### src/rtl/pc_select_unit.sv
// Next-PC selector: prioritised redirect, stall hold, one-deep pending redirect.
// Optional return-address stack enabled by defining PC_SEL_RAS_EN.
module pc_select_unit #(
    parameter int unsigned    AW        = 6,
    parameter logic [AW-1:0] RST_VEC   = '0,
    parameter logic [AW-1:0] EXC_VEC   = {AW{1'b1}},
    parameter int unsigned    RAS_DEPTH = 4
) (
    input  logic          clk,
    input  logic          rst_n,
    input  logic          stall,
    input  logic          br_taken,
    input  logic [AW-1:0] br_target,
    input  logic          jmp,
    input  logic [AW-1:0] jmp_target,
    input  logic          exc,
    input  logic          call,
    input  logic          ret,
    output logic [AW-1:0] pc,
    output logic          redirect_pend,
    output logic          ras_empty,
    output logic          ras_full
);

    logic [AW-1:0] pc_q, pc_d;
    logic          pend_q, pend_d;
    logic [AW-1:0] pend_addr_q, pend_addr_d;
    logic [AW-1:0] pc_inc;
    logic          ret_v;
    logic [AW-1:0] ras_top;
    logic          has_redir;
    logic [AW-1:0] redir_tgt;

    assign pc_inc = pc_q + 1'b1;

`ifdef PC_SEL_RAS_EN
    localparam int LW = $clog2(RAS_DEPTH);
    localparam logic [LW:0] FULL_CNT = (LW+1)'(RAS_DEPTH);

    logic [AW-1:0] ras_q [RAS_DEPTH];
    logic [AW-1:0] ras_d [RAS_DEPTH];
    logic [LW-1:0] sp_q, sp_d;
    logic [LW:0]   cnt_q, cnt_d;
    logic [LW-1:0] top_idx;
    logic          call_v;

    // sp_q points at the next free slot; the stack wraps when full
    assign top_idx = sp_q - 1'b1;
    assign ras_top = ras_q[top_idx];
    assign ret_v   = ret & (cnt_q != '0) & ~stall & ~exc;
    assign call_v  = call & ~stall & ~exc;

    always_comb begin
        ras_d = ras_q;
        sp_d  = sp_q;
        cnt_d = cnt_q;
        if (call_v && ret_v) begin
            ras_d[top_idx] = pc_inc;
        end else if (call_v) begin
            ras_d[sp_q] = pc_inc;
            sp_d        = sp_q + 1'b1;
            if (cnt_q != FULL_CNT)
                cnt_d = cnt_q + 1'b1;
        end else if (ret_v) begin
            sp_d  = top_idx;
            cnt_d = cnt_q - 1'b1;
        end
    end

    always_ff @(posedge clk) begin
        if (!rst_n) begin
            sp_q  <= '0;
            cnt_q <= '0;
            for (int i = 0; i < RAS_DEPTH; i++)
                ras_q[i] <= '0;
        end else begin
            sp_q  <= sp_d;
            cnt_q <= cnt_d;
            ras_q <= ras_d;
        end
    end

    assign ras_empty = (cnt_q == '0);
    assign ras_full  = (cnt_q == FULL_CNT);
`else
    logic unused_ras;
    assign unused_ras = call ^ ret ^ (RAS_DEPTH == 0);
    assign ret_v      = 1'b0;
    assign ras_top    = '0;
    assign ras_empty  = 1'b1;
    assign ras_full   = 1'b0;
`endif

    always_comb begin
        has_redir = 1'b1;
        redir_tgt = '0;
        if (ret_v)
            redir_tgt = ras_top;
        else if (jmp)
            redir_tgt = jmp_target;
        else if (br_taken)
            redir_tgt = br_target;
        else
            has_redir = 1'b0;
    end

    always_comb begin
        pc_d        = pc_q;
        pend_d      = pend_q;
        pend_addr_d = pend_addr_q;
        if (exc) begin
            pc_d   = EXC_VEC;
            pend_d = 1'b0;
        end else if (!stall) begin
            pend_d = 1'b0;
            if (has_redir)
                pc_d = redir_tgt;
            else if (pend_q)
                pc_d = pend_addr_q;
            else
                pc_d = pc_inc;
        end else if (has_redir) begin
            // latest redirect seen during a stall wins
            pend_d      = 1'b1;
            pend_addr_d = redir_tgt;
        end
    end

    always_ff @(posedge clk) begin
        if (!rst_n) begin
            pc_q        <= RST_VEC;
            pend_q      <= 1'b0;
            pend_addr_q <= '0;
        end else begin
            pc_q        <= pc_d;
            pend_q      <= pend_d;
            pend_addr_q <= pend_addr_d;
        end
    end

    assign pc            = pc_q;
    assign redirect_pend = pend_q;

endmodule

### config.mk
export PLATFORM = sky130hd
export DESIGN_NAME = pc_select_unit
export DESIGN_NICKNAME = d
export VERILOG_FILES = /design/src/rtl/pc_select_unit.sv
export SDC_FILE = /design/constraint.sdc
export NUM_CORES = 1
export LEC_CHECK = 0
export BUFFER_PORTS_ARGS = -buffer_cell sky130_fd_sc_hd__buf_2
export CORE_ASPECT_RATIO = 1.2
export CORE_MARGIN = 1
export CORE_UTILIZATION = 44
export CTS_BUF_LIST = sky130_fd_sc_hd__clkbuf_4 sky130_fd_sc_hd__clkbuf_8
export DETAILED_ROUTE_END_ITERATION = 10
export GPL_TIMING_DRIVEN = 0
export PLACE_DENSITY = 0.77
export SETUP_SLACK_MARGIN = 0.02
export SLEW_MARGIN = 20
export SYNTH_ARGS = -nofsm -noshare
export SYNTH_HDL_FRONTEND = slang
export SYNTH_SLANG_ARGS = --single-unit
### constraint.sdc
create_clock -name clk -period 1.1 [get_ports clk]
set_input_delay 0.22 -clock clk [delete_from_list [all_inputs] [get_ports clk]]
set_output_delay 0.22 -clock clk [all_outputs]
set_load 0.05 [all_outputs]
==> results of run 1 <==
-- critical path: cells and delay by family (launching register included) --
| kind | cells | cell delay [ns] |
|---|---|---|
| AO/OA/AOI/OAI | 2 | 0.21 |
| AND/OR/NAND/NOR | 1 | 0.09 |
| XOR/XNOR | 1 | 0.14 |
| adder cells (fa/ha/maj) | 1 | 0.14 |
| flip-flops | 1 | 0.39 |
-- layout by cell type (no fill, tap or decap), types with 2 or more instances in the layout --
cell type	instances
a22oi_1	6
a31oi_1	4
buf_2	16
buf_4	6
buf_6	6
clkbuf_4	4
conb_1	2
dfxtp_1	6
dfxtp_2	2
dfxtp_4	5
nand2_1	6
nor2_2	2
nor2_4	2
o211a_1	6
o211ai_1	3
o21ai_0	3
o21ai_1	2
o21ai_2	2
o311a_1	2
xnor2_1	2
-- flip-flops by register name (all words and copies together), names as in the netlist --
signal	cells
redirect_pend	1
pc	6
pend_addr_q	6
-- worst paths after layout --
check / startpoint / endpoint / slack (ns)
worst max-delay path: pc[1]$_SDFFE_PN0P_ / pc[4]$_SDFFE_PN0P_ / 0.002
worst min-delay path: rst_n / pc[5]$_SDFFE_PN0P_ / 0.19
worst max register to register: pc[1]$_SDFFE_PN0P_ / pc[4]$_SDFFE_PN0P_ / 0.002
worst min register to register: pend_addr_q[0]$_SDFFE_PN0P_ / pend_addr_q[0]$_SDFFE_PN0P_ / 0.51
-- per-stage QoR --
| step | power [mW] | setup slack (ns) | cell area (sq um) | hold WS (ns) | instances |
|---|---|---|---|---|---|
| 6_report | 1.22 | 0.00229 | 1000 | 0.192 | 125 |
| 4_1_cts | 1.19 | 0.00130 | 965 | 0.196 | 125 |
| 3_3_place_gp | 0.844 | -0.0803 | 900 | 0.483 | 120 |
| 3_5_place_dp | 0.852 | -0.0878 | 900 | 0.495 | 120 |
| 5_1_grt | 1.27 | -0.0272 | 1000 | 0.210 | 125 |
| 2_1_floorplan | 0.766 | -0.0456 | 763 | 0.348 | 80 |
-- logic make-up (layout without fill, tap and decap cells) --
family / after synthesis / after routing / share of synthesized area (%)
fa+ha+maj: 1 / 1 / 1.72
flops: 13 / 13 / 35.8
compound gates: 35 / 35 / 35.5
xor+xnor: 2 / 2 / 2.41
buf+inv: 8 / 36 / 7.40
mux: 1 / 1 / 1.38
other cells: 2 / 2 / 1.03
simple gates: 18 / 18 / 14.8
-- timing repair --
item	CTS	global route
gates cloned	0	0
pin swaps	5	3
buffers inserted	1	0
gates resized for setup	11	11
endpoints found under the setup margin	10	10
-- routing by layer --
layer  share of wire [%]  wire, um
met1                  44       771
met2                  50       861
met3                 3.1        54
met4                 2.8        49
met5                   0         0
-- power by group through the flow --
stage | logic, mW | clock network [mW] | registers [mW]
5_1_grt | 0.372 | 0.353 | 0.549
2_1_floorplan | 0.151 | 0 | 0.615
3_3_place_gp | 0.297 | 0 | 0.548
3_5_place_dp | 0.301 | 0 | 0.550
6_report | 0.343 | 0.331 | 0.545
4_1_cts | 0.325 | 0.328 | 0.541
-- cell type report --
type	instances	area [sq um]	share of cell area [%]
well taps	17	21.3	2.12
repair buffers	24	155	15.5
clock buffers	4	30.0	2.99
plain buffers	6	56.3	5.61
flip-flops and latches	13	282	28.1
inverters	2	10.0	0.998
multi-input cells	59	449	44.8
==> impl_metrics.tcl, run 1 <==
set metrics [dict create \
    outcome "finished clean" \
    gr-usage-met3_pct 2.90 \
    irDropWorstVdd_uv 697 \
    wl_per_cell_um 13.9 \
    io_pins 29 \
    holdPathStages 3 \
    initial_core_util_pct 49.0 \
    endpoint_kind "flip-flop" \
    postSynth.asyncResetShare_pct 0 \
    overflow 0 \
    grt_util_met1_pct 29.1 \
    power.share.switching_pct 33.0 \
    hp-class "input port to flip-flop" \
    path_clk_slew_ns 0.08 \
    core_area_sq_um 1480 \
    dpl.hpwl_um 1300 \
    min_period_over_period_pct 99.8 \
    p_switching_uw 402 \
    synth_flop_cell "dfxtp_1" \
    track_usage_pct 23.7 \
    vias 716 \
    ctsHoldBuffers 0 \
    cts.sinks 13 \
    tns_ns 0 \
    critical_path_arrival_ns 1.25 \
    p_seq_share_pct 44.7 \
    drc 0 \
    setup_viol 0 \
    drt_iter0_drc 13 \
    synth_edf_count 0 \
    die_w_um 39.1 \
    synth_area_leader_cell "dfxtp_1" \
    row_count 15 \
    cts_inserted_buffers 3 \
    die_area_sq_um 1820 \
    ys_seq_area_share_pct 35.8 \
    fillCellCount 118 \
    cap_violations 0 \
    synth_most_common_cell "dfxtp_1" \
    ys_warn_count 0 \
    portBuffers 23 \
    cts_max_level 1 \
    final_util_pct 67.7 \
    syn_area_per_cell_sq_um 9.09 \
    hold_viol_final 0 \
    gp_routability_congestion 0.784 \
    clk-insertion-delay-late_ns 0.28 \
    grt_pass1_vias 679 \
    synthTopCellsByArea "dfxtp_1 (36%), o211a_1 (8.3%), a22oi_1 (6.2%)" \
    synthesis.area_sq_um 727 \
    combPwrFrac_pct 28.1 \
    internal_power_uw 817 \
    p_per_area_nw_per_um2 1210 \
    crit_path_start_kind "flip-flop" \
    drive_above_1_share_pct 48.1 \
    wl_um 1740 \
    synthesis.nets 101 \
    fp.dieH_um 46.5 \
    critPathKind "flip-flop to flip-flop" \
    max_freq_mhz 911 \
    grt_setup_unrepaired "true" \
    nets 130 \
    pwr-share-clk_pct 27.2 \
    grt_util_met2_pct 38.0 \
    crit_path_cell_trace "ha_4, nand3_1, xnor2_1, o21ai_1, a31oi_1" \
    grt_max_degree 11 \
    p_leak_nw 0.470 \
    grt_pass1_wl_um 2900 \
    synthTopCellsByCount "dfxtp_1 (13), a22oi_1 (6), nand2_1 (6), o211a_1 (6), a31oi_1 (5)" \
    synth_cell_types 34 \
    crit_path_top_delay_cell "dfxtp_4" \
    clockRootBuffer "clkbuf_4" \
    ant_nets 0 \
    slowest_delay_ns 0.39 \
    grt_antenna_before_repair 0 \
    cp_max_fo 5 \
    postSynthCellCount 80 \
    tritoncts "done" \
    timing.final.crit_period_ns 1.10 \
    fin_skew_ns 0.000647 \
    yosysTopAreaCellShare_pct 35.8 \
    avgViaCountPerCell 5.73 \
    dr.pass1.iters 4 \
    clock_path_buffers 2 \
    synth-seq-cells 13 \
    diodes 0 \
    synthToLayoutAreaGrowth_pct 38.0 \
    drv_slew 0 \
    worstPathRequired_ns 1.25 \
    reg2regPathDepth 5 \
    top_usage_layer "met2" \
]
Note: power is estimated with default switching activity, not from simulation.
==> run 2, diff against run 1 <==
==> constraint.sdc (replaced) <==
create_clock -name clk -period 1 [get_ports clk]
set_input_delay 0.2 -clock clk [delete_from_list [all_inputs] [get_ports clk]]
set_output_delay 0.2 -clock clk [all_outputs]
set_load 0.05 [all_outputs]
==> run 2 against run 1 <==
Net effect:
- the run now ends with negative setup slack left
- setup slack lost 0.10 ns
- final cell count grew 1.6%
- die area is the same
- register-to-register slack lost 0.10 ns
- design area grew 3.1%
- non-clock buffer count grew 2
- sequential cell count is the same
- largest cell class unchanged
- sequential power grew 9.5%
- combinational power grew 16%
- global-route usage shrank 1.3 points
- total power grew 12%
- utilization grew 2.1 points
==> impl_metrics.tcl, run 2 (synthesis results as in run 1) <==
set metrics [dict create \
    outcome "finished with violations" \
    violations "negative setup slack" \
    cts_max_level 1 \
    regArea_sq_um 287 \
    endpoint_kind "flip-flop" \
    layout_common_cells "buf_2 (16), dfxtp_4 (7)" \
    gp_routability_congestion 0.783 \
    critPathKind "flip-flop to flip-flop" \
    vias 722 \
    cap_violations 0 \
    layout_commonest_cell "buf_2" \
    critical_path_arrival_ns 1.30 \
    worstPathRequired_ns 1.19 \
    grt_antenna_before_repair 0 \
    drt_iter0_drc 23 \
    die_w_um 39.1 \
    ctsHoldBuffers 0 \
    die_area_sq_um 1820 \
    path_delay_family "flip-flops" \
    wl_um 1760 \
    cts_inserted_buffers 3 \
    dpl.hpwl_um 1270 \
    io_pins 29 \
    power.share.switching_pct 32.6 \
    slowest_delay_ns 0.38 \
    grt_setup_unrepaired "true" \
    setup_ws_ns -0.102 \
    p_seq_share_pct 43.9 \
    tritoncts "done" \
    fp.dieH_um 46.5 \
    hp-class "input port to flip-flop" \
    hold_viol_final 0 \
    dp_slack_ns -0.163 \
    fin_skew_ns 0.00235 \
    track_usage_pct 22.4 \
    wl_per_cell_um 13.9 \
    drive_above_1_share_pct 47.3 \
    clock_path_buffers 2 \
    drc 0 \
    pwr-share-clk_pct 26.9 \
    crit_path_start_kind "flip-flop" \
    diodes 0 \
    combPwrFrac_pct 29.2 \
    clockRootBuffer "clkbuf_4" \
    internal_power_uw 916 \
    min_period_over_period_pct 110 \
    max_freq_mhz 907 \
    setup_viol 10 \
    crit_path_cell_trace "ha_4, xnor2_1, a21o_1, a31oi_1" \
    ant_nets 0 \
    clk-insertion-delay-late_ns 0.28 \
    grt_pass1_wl_um 2740 \
    initial_core_util_pct 49.0 \
    avgViaCountPerCell 5.69 \
    cp_max_fo 6 \
    portBuffers 23 \
    grt_max_degree 11 \
    nets 132 \
    grt_pass1_vias 649 \
    path_clk_slew_ns 0.08 \
    cts.sinks 13 \
    p_leak_nw 0.485 \
    final_util_pct 69.8 \
    worst-path-buf-inv 0 \
    fillCellCount 119 \
    drv_slew 0 \
    irDropWorstVdd_uv 590 \
    dr.pass1.iters 4 \
    core_area_sq_um 1480 \
    timing.final.crit_period_ns 1.10 \
    p_switching_uw 443 \
    crit_path_top_delay_cell "dfxtp_4" \
    overflow 0 \
    multi_input_area_sq_um 437 \
    row_count 15 \
    p_per_area_nw_per_um2 1310 \
    synthToLayoutAreaGrowth_pct 42.3 \
]
[run 2: timing repair]
| item | CTS | global route |
|---|---|---|
| gates resized for setup | 22 | 3 |
| pin swaps | 5 | 1 |
| endpoints found under the setup margin | 13 | 13 |
| buffers inserted | 2 | 1 |
| hold endpoints to repair | 0 | 0 |
[run 2: power groups by stage]
stage,Combinational [mW],Sequential [mW],Clock [mW]
finish,0.397,0.597,0.365
global route,0.425,0.601,0.388
CTS,0.389,0.596,0.368
detailed placement,0.333,0.603,0
global placement,0.328,0.603,0
floorplan,0.168,0.676,0
[run 2: worst paths after layout]
path                                     from                          end  slack (ns)  depth (start not counted)
hold / removal                          rst_n           pc[5]$_SDFFE_PN0P_        0.18                          3
setup reg to reg           pc[0]$_SDFFE_PN0P_           pc[2]$_SDFFE_PN0P_       -0.10                          4
setup / recovery           pc[0]$_SDFFE_PN0P_           pc[2]$_SDFFE_PN0P_       -0.10                          4
hold reg to reg   pend_addr_q[1]$_SDFFE_PN0P_  pend_addr_q[1]$_SDFFE_PN0P_        0.52                          1
[run 2: per-stage QoR]
step / cell area, sq um / hold slack [ns] / TNS [ns] / power (mW) / std cells
floorplan: 767 / 0.328 / -0.466 / 0.844 / 80
global placement: 903 / 0.469 / -1.21 / 0.930 / 120
detailed placement: 903 / 0.469 / -1.30 / 0.936 / 120
CTS: 1020 / 0.173 / -0.573 / 1.35 / 126
global route: 1030 / 0.188 / -0.952 / 1.41 / 127
finish: 1030 / 0.178 / -0.537 / 1.36 / 127
[run 2: worst reg2reg max path, cell delays in order (launching register included)]
cell and delay (ns):
dfxtp_4 0.38, ha_4 0.17, xnor2_1 0.12, a21o_1 0.15, a31oi_1 0.19
[run 2: cell type report]
cell class	count	area share, %
multi-input cells	59	42.2
flip-flops and latches	13	27.7
inverters	2	0.726
repair buffers	26	19.3
well taps	17	2.06
plain buffers	6	5.08
clock buffers	4	2.90
[run 2: layer usage]
| layer | vias to the layer above | part of all wire, % | track usage, % |
|---|---|---|---|
| met2 | 27 | 50 | 40.0 |
| met5 | - | 0 | 0 |
| met3 | 5 | 4.3 | 2.90 |
| met1 | 328 | 43 | 24.9 |
| met4 | 0 | 2.4 | 12.4 |
| li1 | 362 | - | - |
